## src/rtl/fifo_uart_tx.sv

```systemverilog
// 8N1 UART transmitter draining a show-ahead FIFO; all outputs registered.
// Define FIFO_UART_TX_PARITY_EN to compile in an even-parity bit (8E1 frames).
module fifo_uart_tx #(
  parameter logic [23:0] CLOCKS_PER_BAUD = 24'd104
) (
  input  logic       i_clk,
  input  logic       i_rst_n,
  input  logic       i_en,
  input  logic       i_empty_n,
  input  logic [7:0] i_data,
  output logic       o_rd,
  output logic       o_uart_tx,
  output logic       o_busy
);

`ifdef FIFO_UART_TX_PARITY_EN
  typedef enum logic [2:0] {
    S_IDLE, S_START, S_DATA, S_PARITY, S_STOP
  } state_t;
`else
  typedef enum logic [2:0] {
    S_IDLE, S_START, S_DATA, S_STOP
  } state_t;
`endif

  localparam logic [23:0] RELOAD = CLOCKS_PER_BAUD - 24'd1;

  state_t      r_state, w_state;
  logic [23:0] r_cnt, w_cnt;
  logic [2:0]  r_idx, w_idx;
  logic [7:0]  r_shift, w_shift;
  logic        r_tx, w_tx;
  logic        r_rd, w_rd;
  logic        r_busy;
  logic        w_tick;
`ifdef FIFO_UART_TX_PARITY_EN
  logic        r_par, w_par;
`endif

  assign w_tick = (r_cnt == '0);

  always_comb begin
    w_state = r_state;
    w_cnt   = r_cnt;
    w_idx   = r_idx;
    w_shift = r_shift;
    w_rd    = 1'b0;
`ifdef FIFO_UART_TX_PARITY_EN
    w_par   = r_par;
`endif
    if (r_state != S_IDLE) begin
      w_cnt = w_tick ? RELOAD : (r_cnt - 24'd1);
    end
    case (r_state)
      S_IDLE: begin
        if (i_en && i_empty_n) begin
          w_state = S_START;
          w_shift = i_data;
          w_cnt   = RELOAD;
          w_idx   = '0;
          w_rd    = 1'b1;
`ifdef FIFO_UART_TX_PARITY_EN
          w_par   = ^i_data;
`endif
        end
      end
      S_START: begin
        if (w_tick) w_state = S_DATA;
      end
      S_DATA: begin
        if (w_tick) begin
          w_shift = {1'b0, r_shift[7:1]};
          w_idx   = r_idx + 3'd1;
          if (r_idx == 3'd7) begin
`ifdef FIFO_UART_TX_PARITY_EN
            w_state = S_PARITY;
`else
            w_state = S_STOP;
`endif
          end
        end
      end
`ifdef FIFO_UART_TX_PARITY_EN
      S_PARITY: begin
        if (w_tick) w_state = S_STOP;
      end
`endif
      S_STOP: begin
        if (w_tick) w_state = S_IDLE;
      end
      default: w_state = S_IDLE;
    endcase

    // Line level is derived from the next state so o_uart_tx can be a flop.
    w_tx = 1'b1;
    case (w_state)
      S_START:  w_tx = 1'b0;
      S_DATA:   w_tx = w_shift[0];
`ifdef FIFO_UART_TX_PARITY_EN
      S_PARITY: w_tx = r_par;
`endif
      default:  w_tx = 1'b1;
    endcase
  end

  always_ff @(posedge i_clk or negedge i_rst_n) begin
    if (!i_rst_n) begin
      r_state <= S_IDLE;
      r_cnt   <= '0;
      r_idx   <= '0;
      r_shift <= '0;
      r_tx    <= 1'b1;
      r_rd    <= 1'b0;
      r_busy  <= 1'b0;
`ifdef FIFO_UART_TX_PARITY_EN
      r_par   <= 1'b0;
`endif
    end else begin
      r_state <= w_state;
      r_cnt   <= w_cnt;
      r_idx   <= w_idx;
      r_shift <= w_shift;
      r_tx    <= w_tx;
      r_rd    <= w_rd;
      r_busy  <= (w_state != S_IDLE);
`ifdef FIFO_UART_TX_PARITY_EN
      r_par   <= w_par;
`endif
    end
  end

  assign o_rd      = r_rd;
  assign o_uart_tx = r_tx;
  assign o_busy    = r_busy;

endmodule

```

## config.mk

```make
export PLATFORM = sky130hd
export DESIGN_NAME = fifo_uart_tx
export DESIGN_NICKNAME = d
export VERILOG_FILES = /design/src/rtl/fifo_uart_tx.sv
export SDC_FILE = /design/constraint.sdc
export NUM_CORES = 1
export LEC_CHECK = 0
export CAP_MARGIN = 20
export CORE_MARGIN = 2
export CORE_UTILIZATION = 60
export CTS_CLUSTER_SIZE = 8
export DETAILED_ROUTE_END_ITERATION = 12
export PLACE_DENSITY = 0.78
export SLEW_MARGIN = 40
export SYNTH_ARGS = -nofsm -noshare
export SYNTH_HDL_FRONTEND = slang
export SYNTH_SLANG_ARGS = --single-unit
export TNS_END_PERCENT = 1
```

## constraint.sdc

```tcl
create_clock -name i_clk -period 4.8 [get_ports i_clk]
set_clock_uncertainty 0.2 [all_clocks]
set_input_delay 1.2 -clock i_clk [delete_from_list [all_inputs] [get_ports i_clk]]
set_output_delay 1.2 -clock i_clk [all_outputs]
set_load 0.005 [all_outputs]
```

* Word-level counts from Yosys, hierarchy flattened
Cells that the tools add are included.
Storage, ports and cells: bits in registers 41, bits of input ports 12, output and inout port bits 3, logic and storage cells 44
Operators by class: add/sub/neg operators 2, eq/ne operators 8, multiplexer cells 19, reductions and logical operators 7
Operators by type and width (count):
- $mux W24 | 4
- $logic_not A24 Y1 | 1
- $sub A24 B1 Y24 const B | 1
- $mux W3 | 7
- $mux W8 | 2
- $pmux W8 S2 | 1
- $pmux W3 S4 | 1
- $eq A3 B2 Y1 const B | 3
- $eq A3 B1 Y1 const B | 2
- $pmux W3 S2 | 1
- $reduce_bool A3 Y1 | 2
- $ne A2 B2 Y1 const B | 2
- $add A3 B1 Y3 const B | 1
- $eq A3 B3 Y1 const B | 1
- $logic_not A3 Y1 | 1
- $reduce_and A3 Y1 | 1
- $mux W1 | 2
- $pmux W1 S2 | 1
- $reduce_bool A2 Y1 | 1
- $logic_and A1 B1 Y1 | 1

* Logic depth before layout (Yosys ltp)
word-level depth 6, gate-level depth with buffers 8, depth with buffers taken out 7

* Worst setup path before layout
No wires, ideal clock.
path type register to register, start register r_cnt[0], end register r_idx[0], library setup time 0.125 ns, data arrival time 2.342 ns, required time 4.475 ns, setup slack 2.133 ns, stages on the path, launching flop included 9, path buffers 1, clock period less this slack 2.667 ns, cell sequence dfrtp_1 > inv_1 > ha_1 > or4b_2 > nor4_2 > and4_1 > buf_2 > nor2_1 > mux2_2
Between the ends: word-level cells in the longest chain between the ends 3
RTL lines:
- start, declared | RTL line 29 | logic [23:0] r_cnt, w_cnt;
- start signal, assigned | RTL line 120 | r_cnt <= w_cnt;
- $logic_not A24 Y1 | RTL line 40 | assign w_tick = (r_cnt == '0);
- $ne A2 B2 Y1 (no source line)
- $reduce_and A3 Y1 (no source line)
- end signal, assigned | RTL line 121 | r_idx <= w_idx;
- end, declared | RTL line 30 | logic [2:0] r_idx, w_idx;
No other way between the ends. A chain may end at the register's enable or synchronous reset.

* Worst setup path after layout
start register r_cnt[0], end register r_cnt[12]
Between the ends: word-level cells in the longest chain between the ends 5, elaborated cells on any way between the ends 6, classes of those cells 1 x add/sub; 4 x mux; 1 x reduce/logical
RTL lines:
- $sub A24 B1 Y24 / $logic_not A24 Y1 (equally long branches) | RTL line 52, 40
- $mux W24 * | RTL line 52 | w_cnt = w_tick ? RELOAD : (r_cnt - 24'd1);
- $mux W24 * | RTL line 51 | if (r_state != S_IDLE) begin
- $mux W24 | RTL line 56 | if (i_en && i_empty_n) begin
- $mux W24 * | RTL line 54 | case (r_state)
- net w_cnt[12] | RTL line 29
The timed path passes the listed nets; every way through them passes the cells marked *.

==> flow_summary.yaml <==
floorplanning:
  dieArea_um2: 3888
  fp-row-count: 21
  die_h_um: 62.36
  die_w_um: 62.36
  core_um2: 3311
  io_pins: 15
  start_util_pct: 61.72
setup_path:
  rr_startpoint: "r_cnt[0]$_DFF_PN0_"
  worst_ep_required_time_ns: 4.82
  arrival_ns: 3.16
  crit_start: "r_cnt[0]$_DFF_PN0_"
  cp-end-kind: "flip-flop"
  cp_max_fo: 19
  critPathLaunchType: "flip-flop"
  crit_type: "reg2reg"
sta:
  period_minus_slack_ns: 3.141
  rsz0062_at_grt: "no"
  setup_viol: 0
  finalSetupTns_ns: 0
  fmax_ghz: 0.3184
  final.period_utilization_pct: 65.43
  tightest_slew_ns: 0.7668
  setup_slack_ns: 1.659
  maxSlewHeadroom_pct: 48.87
  finalMaxSlewViolations: 0
  hold_violations: 0
clock_network:
  cts_sinks: 41
  cts_setup_buffers: 0
  cts_max_level: 2
  clock-root-buffer: "clkbuf_4"
  clkTransAtPathRegs_ns: 0.12
  clk-insertion-delay-late_ns: 0.35
  cts_buffer_depth: 2
  cts-hold-fix-buffers: 0
  cts_tree: "yes"
  cts_buffers: 5
  cts_resized: 0
detailed_routing:
  ant_nets: 0
  drt_pass1_iterations: 4
  wl_per_cell_um: 14.74
  drc: 0
  via_count: 1552
  drt_iter0_drc: 95
  routed_wl_um: 3906
  vias_per_cell: 5.857
hold_path:
  hp-start: "r_shift[1]$_DFFE_PN0P_"
  hold_class: "reg2reg"
place:
  place_ws_ns: 1.653
  dp_hpwl_um: 2755
  place.gp.congestion: 0.8419
  port_buffers: 14
synthesis:
  ys_seq_area_share_pct: 50.28
  synth-main-ff-cell: "dfrtp_1"
  synth_largest_area_cell: "dfrtp_1"
  yosys_warnings: 0
  netlist_area_um2: 2043
  postSynthCellCount: 205
  synth-edff-count: 0
  synth-seq-cells: 41
  synthArstFlopShare_pct: 100.0
  synth_top_area_share_pct: 48.99
  synth_cell_types: 45
  synth_nets: 220
  synth_area_leaders: "dfrtp_1, nor2_1, xor2_1"
  syn_avg_cell_area_um2: 9.967
layout:
  nets: 233
  layout-drive-gt1-share_pct: 10.05
  area_delta_synth_final_pct: 12.49
  fin_util_pct: 69.43
  antennaDiodeCount: 0
grt:
  grt_overflow: 0
  grt_pass1_vias: 1511
  antenna_found_initial: 0
  grt_max_degree: 42
  grt_pass1_wl_um: 6906
  grt.total_usage_pct: 22.59
outcome:
  status: "finished, final reports clean"
power:
  powerDensity_nw_per_um2: 335.6
  combPwrFrac_pct: 15.4
  p_seq_share_pct: 54.4
  pwr-share-clk_pct: 30.2
  ir_worst_vdd_v: 0.0002328
  power.net_switching_uw: 207.2
  switching_share_pct: 26.86
  power.static_leakage_nw: 1.054
  internal_power_uw: 564.3
  total_power_uw: 771.5
run:
  maxCapViolations: 0
[power groups by stage]
stage	Clock, mW	Sequential, mW	Combinational [mW]
6_report	0.233	0.419	0.119
5_1_grt	0.254	0.424	0.138
4_1_cts	0.236	0.418	0.119
3_5_place_dp	0	0.424	0.119
3_3_place_gp	0	0.422	0.113
2_1_floorplan	0	0.415	0.0836
[routing by layer]
metal | share of wire, % | global-route usage (%)
met1 | 46 | 32.14
met2 | 47 | 34.65
met3 | 4.8 | 5.978
met4 | 1.5 | 6.389
met5 | 0 | 0
[cells by family after synthesis]
group,Yosys count,share of synthesized area [%]
flip-flops,41,50.28
buffers and inverters,14,2.755
AO/OA/AOI/OAI,37,12.61
other,1,0.1835
XOR/XNOR,20,8.573
AND/OR/NAND/NOR,86,22.23
multiplexers,3,1.531
adder cells (fa/ha/maj),3,1.837
[path summary, 6_finish.rpt]
| kind | to | slack (ns) | depth (start not counted) |
|---|---|---|---|
| min | r_shift[1]$_DFFE_PN0P_ | 0.29 | 1 |
| min reg2reg | r_shift[1]$_DFFE_PN0P_ | 0.29 | 1 |
| min in group asynchronous | r_cnt[13]$_DFF_PN0_ | 0.60 | 1 |
| max in group asynchronous | o_uart_tx$_DFF_PN1_ | 3.44 | 1 |
| max | r_cnt[12]$_DFF_PN0_ | 1.66 | 7 |
| max reg2reg | r_cnt[12]$_DFF_PN0_ | 1.66 | 7 |
[flip-flops by register name, indices dropped and copies added, names as in the netlist]
| register | flops |
|---|---|
| r_state | 3 |
| o_rd | 1 |
| o_busy | 1 |
| o_uart_tx | 1 |
| r_shift | 8 |
| r_idx | 3 |
| r_cnt | 24 |
[worst max-delay path: stages (launching register included)]
cell,delay (ns)
dfrtp_1,0.41
inv_1,0.08
ha_1,0.19
or4b_2,0.63
nor4_2,0.46
nand2_1,0.24
o21ai_2,0.67
nor2_1,0.12
[synthesized netlist by cell type, drive strengths merged (4+ instances only)]
cell and number:
nor3 9, nand2 13, clkbuf 7, a22o 6, a21o 7, nor2 28, or4 5, nor4 5
dfrtp 40, or3 8, xor2 11, o21ai 8, nand3 4, xnor2 9, inv 5, a21oi 7
[layout by cell type, fill, tap and decap left out, drive strengths merged, types with 2 or more instances in the layout]
master / netlist / layout
mux2i: 2 / 2
or3: 8 / 8
dfrtp: 40 / 40
buf: 2 / 2
a22o: 6 / 6
nand4b: 2 / 2
nand4: 3 / 3
nand3: 4 / 4
o21ai: 8 / 8
ha: 3 / 3
inv: 5 / 5
a21o: 7 / 7
nor2: 28 / 28
nor3: 9 / 9
or2: 3 / 3
clkdlybuf4s50: 0 / 13
a21oi: 7 / 7
nand2: 13 / 13
xor2: 11 / 11
xnor2: 9 / 9
nor4: 5 / 5
or4: 5 / 5
a21boi: 2 / 2
clkbuf: 7 / 7
[per-stage QoR]
step	std cells	hold slack [ns]	cell area (um^2)
final	265	0.2923	2298
after global routing	265	0.3188	2298
after CTS	265	0.2957	2291
after detailed placement	257	0.2703	2206
after global placement	257	0.2639	2206
after floorplan	205	0.2413	2043
[cell type report]
class	count	area, um^2
clock inverter	1	30.03
inverter	5	18.77
clock buffer	7	55.05
sequential	41	1027
multi-input combinational	150	964.7
tap	46	57.56
timing repair buffer	15	145.1
fill	281	1012
(Power assumes the default switching activity.)
